<file path="config.mk">
export PLATFORM = sky130hd
export DESIGN_NAME = board_row_fetcher
export DESIGN_NICKNAME = d
export VERILOG_FILES = /design/src/rtl/board_row_fetcher.sv
export SDC_FILE = /design/constraint.sdc
export NUM_CORES = 1
export LEC_CHECK = 0
export ABC_AREA = 1
export CORE_ASPECT_RATIO = 1.5
export CORE_MARGIN = 5
export CORE_UTILIZATION = 56
export CTS_CLUSTER_SIZE = 14
export DETAILED_ROUTE_END_ITERATION = 10
export HOLD_SLACK_MARGIN = 0.08
export PLACE_DENSITY = 0.82
export RECOVER_POWER = 25
export SETUP_SLACK_MARGIN = 0.1
export SLEW_MARGIN = 40
export SYNTH_ARGS = -nofsm -noshare
export SYNTH_HDL_FRONTEND = slang
export SYNTH_SLANG_ARGS = --single-unit
</file>
<file path="constraint.sdc">
create_clock -name Clk -period 3.94 [get_ports Clk]
set_clock_uncertainty 0.1 [all_clocks]
set_input_delay 0.788 -clock Clk [delete_from_list [all_inputs] [get_ports Clk]]
set_output_delay 0.788 -clock Clk [all_outputs]
set_load 0.05 [all_outputs]
</file>
<file path="src/rtl/board_row_fetcher.sv">
// Fetches one board row per block-row boundary during hblank and holds it
// in a registered buffer that color_mapper indexes by column.
module board_row_fetcher #(
    parameter int unsigned SQUARE_SIZE = 21,
    parameter int unsigned BOARD_W     = 10,
    parameter int unsigned BOARD_H     = 20,
    parameter int unsigned CELL_W      = 12,
    parameter int unsigned RD_LAT      = 2,
    parameter int unsigned V_TOTAL     = 525
) (
    input  logic                      Clk,
    input  logic                      reset,
    input  logic                      line_end,
    input  logic [9:0]                DrawY,
    output logic                      mem_rd_en,
    output logic [7:0]                mem_addr,
    input  logic [CELL_W-1:0]         mem_rd_data,
    output logic [BOARD_W*CELL_W-1:0] row_cells,
    output logic                      row_valid,
    output logic [4:0]                cur_row,
    output logic                      busy,
    output logic                      overrun
);

    localparam int unsigned CW = (BOARD_W > 1) ? $clog2(BOARD_W) : 1;
    localparam int unsigned YW = (SQUARE_SIZE > 1) ? $clog2(SQUARE_SIZE) : 1;
    localparam int unsigned DW = (RD_LAT > 1) ? $clog2(RD_LAT) : 1;
    localparam int unsigned RW = 5;
    localparam logic [9:0] LAST_LINE   = 10'(V_TOTAL - 1);
    localparam logic [9:0] BOARD_LINES = 10'(BOARD_H * SQUARE_SIZE);

    typedef enum logic [1:0] {IDLE, READ, DRAIN, COMMIT} state_t;

    state_t                    state;
    logic [YW-1:0]             y_in_row;
    logic [RW-1:0]             next_row;
    logic [CW-1:0]             col;
    logic [DW-1:0]             drain_cnt;
    logic [RW-1:0]             fetch_row;
    logic                      pipe_v   [RD_LAT];
    logic [CW-1:0]             pipe_col [RD_LAT];
    logic [BOARD_W*CELL_W-1:0] shadow;

    logic                      fetch_trig;
    logic                      clear_trig;
    logic [RW-1:0]             trig_row;

    // Triggers are suppressed in vertical blank; only the frame-wrap line fires there.
    always_comb begin
        fetch_trig = 1'b0;
        clear_trig = 1'b0;
        trig_row   = '0;
        if (line_end) begin
            if (DrawY == LAST_LINE) begin
                fetch_trig = 1'b1;
            end else if (y_in_row == YW'(SQUARE_SIZE - 1) && DrawY < BOARD_LINES) begin
                if (next_row < RW'(BOARD_H)) begin
                    fetch_trig = 1'b1;
                    trig_row   = next_row;
                end else begin
                    clear_trig = 1'b1;
                end
            end
        end
    end

    always_ff @(posedge Clk) begin
        if (!reset) begin
            y_in_row <= '0;
            next_row <= '0;
        end else if (line_end) begin
            if (DrawY == LAST_LINE) begin
                y_in_row <= '0;
                next_row <= RW'(1);
            end else if (y_in_row == YW'(SQUARE_SIZE - 1)) begin
                y_in_row <= '0;
                if (next_row < RW'(BOARD_H))
                    next_row <= next_row + RW'(1);
            end else begin
                y_in_row <= y_in_row + YW'(1);
            end
        end
    end

    always_ff @(posedge Clk) begin
        if (!reset) begin
            state     <= IDLE;
            mem_rd_en <= 1'b0;
            mem_addr  <= '0;
            row_cells <= '0;
            row_valid <= 1'b0;
            cur_row   <= '0;
            busy      <= 1'b0;
            overrun   <= 1'b0;
            col       <= '0;
            drain_cnt <= '0;
            fetch_row <= '0;
            shadow    <= '0;
            for (int unsigned i = 0; i < RD_LAT; i++) begin
                pipe_v[i]   <= 1'b0;
                pipe_col[i] <= '0;
            end
        end else begin
            // Column tag travels alongside the RAM latency so data lands in its own slot.
            pipe_v[0]   <= mem_rd_en;
            pipe_col[0] <= col;
            for (int unsigned i = 1; i < RD_LAT; i++) begin
                pipe_v[i]   <= pipe_v[i-1];
                pipe_col[i] <= pipe_col[i-1];
            end
            for (int unsigned c = 0; c < BOARD_W; c++) begin
                if (pipe_v[RD_LAT-1] && pipe_col[RD_LAT-1] == CW'(c))
                    shadow[c*CELL_W +: CELL_W] <= mem_rd_data;
            end

            if (fetch_trig && state != IDLE)
                overrun <= 1'b1;

            case (state)
                IDLE: begin
                    if (fetch_trig) begin
                        state     <= READ;
                        busy      <= 1'b1;
                        mem_rd_en <= 1'b1;
                        mem_addr  <= 8'(trig_row * BOARD_W);
                        col       <= '0;
                        fetch_row <= trig_row;
                    end
                end
                READ: begin
                    if (col == CW'(BOARD_W - 1)) begin
                        state     <= DRAIN;
                        mem_rd_en <= 1'b0;
                        mem_addr  <= '0;
                        drain_cnt <= '0;
                    end else begin
                        col      <= col + CW'(1);
                        mem_addr <= mem_addr + 8'd1;
                    end
                end
                DRAIN: begin
                    if (drain_cnt == DW'(RD_LAT - 1))
                        state <= COMMIT;
                    else
                        drain_cnt <= drain_cnt + DW'(1);
                end
                COMMIT: begin
                    row_cells <= shadow;
                    row_valid <= 1'b1;
                    cur_row   <= fetch_row;
                    state     <= IDLE;
                    busy      <= 1'b0;
                end
                default: begin
                    state <= IDLE;
                    busy  <= 1'b0;
                end
            endcase

            if (clear_trig)
                row_valid <= 1'b0;
        end
    end

endmodule

</file>
==> impl_metrics.csv <==
group,metric,value,unit
placement,dpl_worst_slack,283,ps
global_route,grt_pass1_vias,9164,
pwr,intPower,4.80,mW
synth,synth_seq_area_share,53.8,%
die,ios,162,
pwr,power,6.92,mW
die,fp-row-count,62,
clock_network,hold_buffers,0,
global_route,use_met3,2.80,%
sta,max_slew_margin,-44.2,%
placement,hpwl,18.0,mm
clock_network,cts.repair.resized,0,
critical_path,critPathKind,"primary input to flip-flop",
flow_run,max_cap_violations,2,
drt,via_count,9471,
synth,synth-seq-cells,289,
die,coreArea,0.0190,sq mm
sta,setup_slack,713,ps
die,die_x,123,microns
pwr,ir_drop,370,uV
synth,synth_area,0.0107,sq mm
global_route,use_met1,31.5,%
clock_network,clock-sinks,289,
synth,yosysUniqueCellTypes,35,
synth,syn_nets,1456,
clock_network,htree_levels,1,
clock_network,cts_tree,"yes",
drt,drtPass1Iterations,8,
global_route,grt_pass1_wl,45.6,mm
cells_and_area,final_util,69.4,%
global_route,grt_start_max_net_pins,135,
placement,portBuffers,161,
critical_path,worstPathArrival,3590,ps
cells_and_area,final_common_cell,"nor2_1",
global_route,busiest_layer,"met2",
drt,drtIter0Drc,608,
cells_and_area,layout-drive-gt1-share,3.78,%
clock_network,cts_buffers,26,
pwr,pwr_density_cell,524,mW/mm^2
clock_network,clockBufferDepth,3,
critical_path,worstPathRequired,4300,ps
sta,worst_slew_pin_slew,2160,ps
pwr,p_comb_share,19.4,%
sta,setup_viol,0,
sta,finalSetupTns,0,ps
pwr,leakagePower,5.88,nW
sta,finalHoldViolations,0,
drt,vias_per_cell,5.29,
min_path,min_path_type,"flip-flop to flip-flop",
status,violations,"max-capacitance violations, max-slew violations",
clock_network,cts.clk_slew.worst_paths,70,ps
drt,drcViolationCount,0,
pwr,pwr-share-seq,46.0,%
die,die-area,0.0221,sq mm
drt,ant_nets,0,
pwr,p_sw_share,30.6,%
placement,gp_congestion,0.943,
sta,hold_slack,323,ps
sta,fin_crit,3230,ps
critical_path,worstPathMaxFanout,6,
global_route,use_met2,45.1,%
global_route,antenna_found_initial,0,
critical_path,crit_path_end_kind,"flip-flop",
global_route,grt.total_usage,25.2,%
cells_and_area,final_nets,1561,
cells_and_area,final_cell_mix,"nor2_1 (484), dfxtp_1 (289), o21ai_0 (266)",
cells_and_area,syn_to_final_growth,22.7,%
pwr,p_sw,2.12,mW
global_route,grt_overflow,0,
synth,yosys_warnings,0,
sta,max_freq,310,MHz
synth,syn_avg_cell_area,7.59,sq um
drt,wl_per_cell,15.9,microns
die,die-height,180,microns
clock_network,cts_setup_buffers,0,
sta,rsz0062_at_grt,"false",
clock_network,cts-root-buf,"clkbuf_16",
cells_and_area,diodes,0,
synth,synth_cells,1416,
drt,routed_wl,28.5,mm
die,start_util,56.6,%
pwr,power_frac_clock,34.5,%
clock_network,insertion_delay,530,ps
status,status,"complete, but fails checks",
sta,drv_slew,198,
sta,period_share,81.9,%
critical_path,cp-start-kind,"primary input",
==> metal layers <==
| layer | up-vias | routed length [microns] |
|---|---|---|
| li1 | 4732 | - |
| met1 | 4396 | 11800 |
| met2 | 298 | 14600 |
| met3 | 45 | 1400 |
| met4 | 0 | 673 |
| met5 | - | 0 |
==> synth_stat cells <==
| library cell | instances | area (sq um) |
|---|---|---|
| nor2_1 | 485 | 1820 |
| nor2_2 | 1 | 6.26 |
| nand4_1 | 4 | 25.0 |
| clkbuf_2 | 1 | 5.00 |
| nor3_1 | 9 | 45.0 |
| buf_6 | 1 | 11.3 |
| xor2_1 | 3 | 26.3 |
| nand2_2 | 2 | 12.5 |
| nor3b_1 | 2 | 15.0 |
| buf_1 | 14 | 52.6 |
| a211oi_1 | 4 | 30.0 |
| ha_1 | 14 | 175 |
| a22o_1 | 1 | 8.76 |
| a31oi_1 | 2 | 12.5 |
| nand3_2 | 1 | 10.0 |
| nand2_4 | 1 | 11.3 |
| nand3_4 | 1 | 17.5 |
| o21ai_0 | 265 | 1330 |
| nand3b_1 | 1 | 7.51 |
| or2_2 | 1 | 6.26 |
| o211ai_1 | 1 | 7.51 |
| nand2_1 | 66 | 248 |
| o211ai_4 | 1 | 21.3 |
| nand3_1 | 22 | 110 |
| o21ai_2 | 2 | 17.5 |
| nor4_1 | 3 | 18.8 |
| clkbuf_1 | 77 | 289 |
| inv_1 | 85 | 319 |
| o31ai_1 | 1 | 7.51 |
| a21oi_1 | 52 | 260 |
| inv_2 | 1 | 3.75 |
| o21ai_1 | 1 | 5.00 |
| dfxtp_1 | 289 | 5790 |
| fa_1 | 1 | 20.0 |
| nor2_4 | 1 | 11.3 |
==> power by group through the flow <==
| stage | Clock [mW] | Combinational, mW | Sequential (mW) |
|---|---|---|---|
| floorplan | 0 | 0.449 | 3.69 |
| global placement | 0 | 1.33 | 3.24 |
| detailed placement | 0 | 1.35 | 3.24 |
| CTS | 2.42 | 1.35 | 3.18 |
| global route | 2.54 | 1.44 | 3.20 |
| finish | 2.39 | 1.34 | 3.18 |
==> path summary, 6_finish.rpt <==
kind                              startpoint            to  slack, ps  depth (start not counted)
worst min-delay path            pipe_v[0][0]  pipe_v[0][1]        320                          2
worst max-delay path                DrawY[3]   mem_addr[5]        710                         17
worst min register to register  pipe_v[0][0]  pipe_v[0][1]        320                          2
worst max register to register   y_in_row[0]   mem_addr[5]        930                         17
==> area by class of cell <==
class,count,area (sq um)
Clock inverter,5,28.8
Fill cell,1567,5810
Clock buffer,36,759
Tap cell,256,320
Multi-Input combinational cell,948,4290
Sequential cell,289,5790
Inverter,86,324
Timing Repair Buffer,170,1680
==> critical path, stage by stage <==
cell,delay (ps)
dlygate4sd3_1,560
inv_1,60
nand2_1,40
nor2_1,80
nor2_1,70
nor2_4,200
nand3_4,130
nor2_1,190
inv_1,80
nor2_1,230
nor2_1,90
ha_1,230
fa_1,490
nand2_1,60
o31ai_1,80
nand2_1,80
a21oi_1,110
==> stage by stage <==
step	cell area, sq um	cells
3_5_place_dp	12400	1748
4_1_cts	13200	1789
5_1_grt	13200	1790
2_1_floorplan	10700	1416
3_3_place_gp	12400	1748
6_report	13200	1790
==> flip-flops by register name (all words and copies together) (netlist names), 4 cells and up <==
| name | cells |
|---|---|
| row_cells | 120 |
| shadow | 120 |
| mem_addr | 8 |
| pipe_col | 8 |
| cur_row | 5 |
| fetch_row | 5 |
| next_row | 5 |
| y_in_row | 5 |
| col | 4 |
==> cells by family (layout without fill, tap and decap cells) <==
group           count (synthesis)  count (layout)  synth area share (%)
fa+ha+maj                      15              15                  1.82
compound gates                330             330                  15.8
simple gates                  600             600                  22.0
xor+xnor                        3               3                 0.244
flops                         289             289                  53.8
buf+inv                       179             297                  6.33
Note: power is estimated with default switching activity, not from simulation.
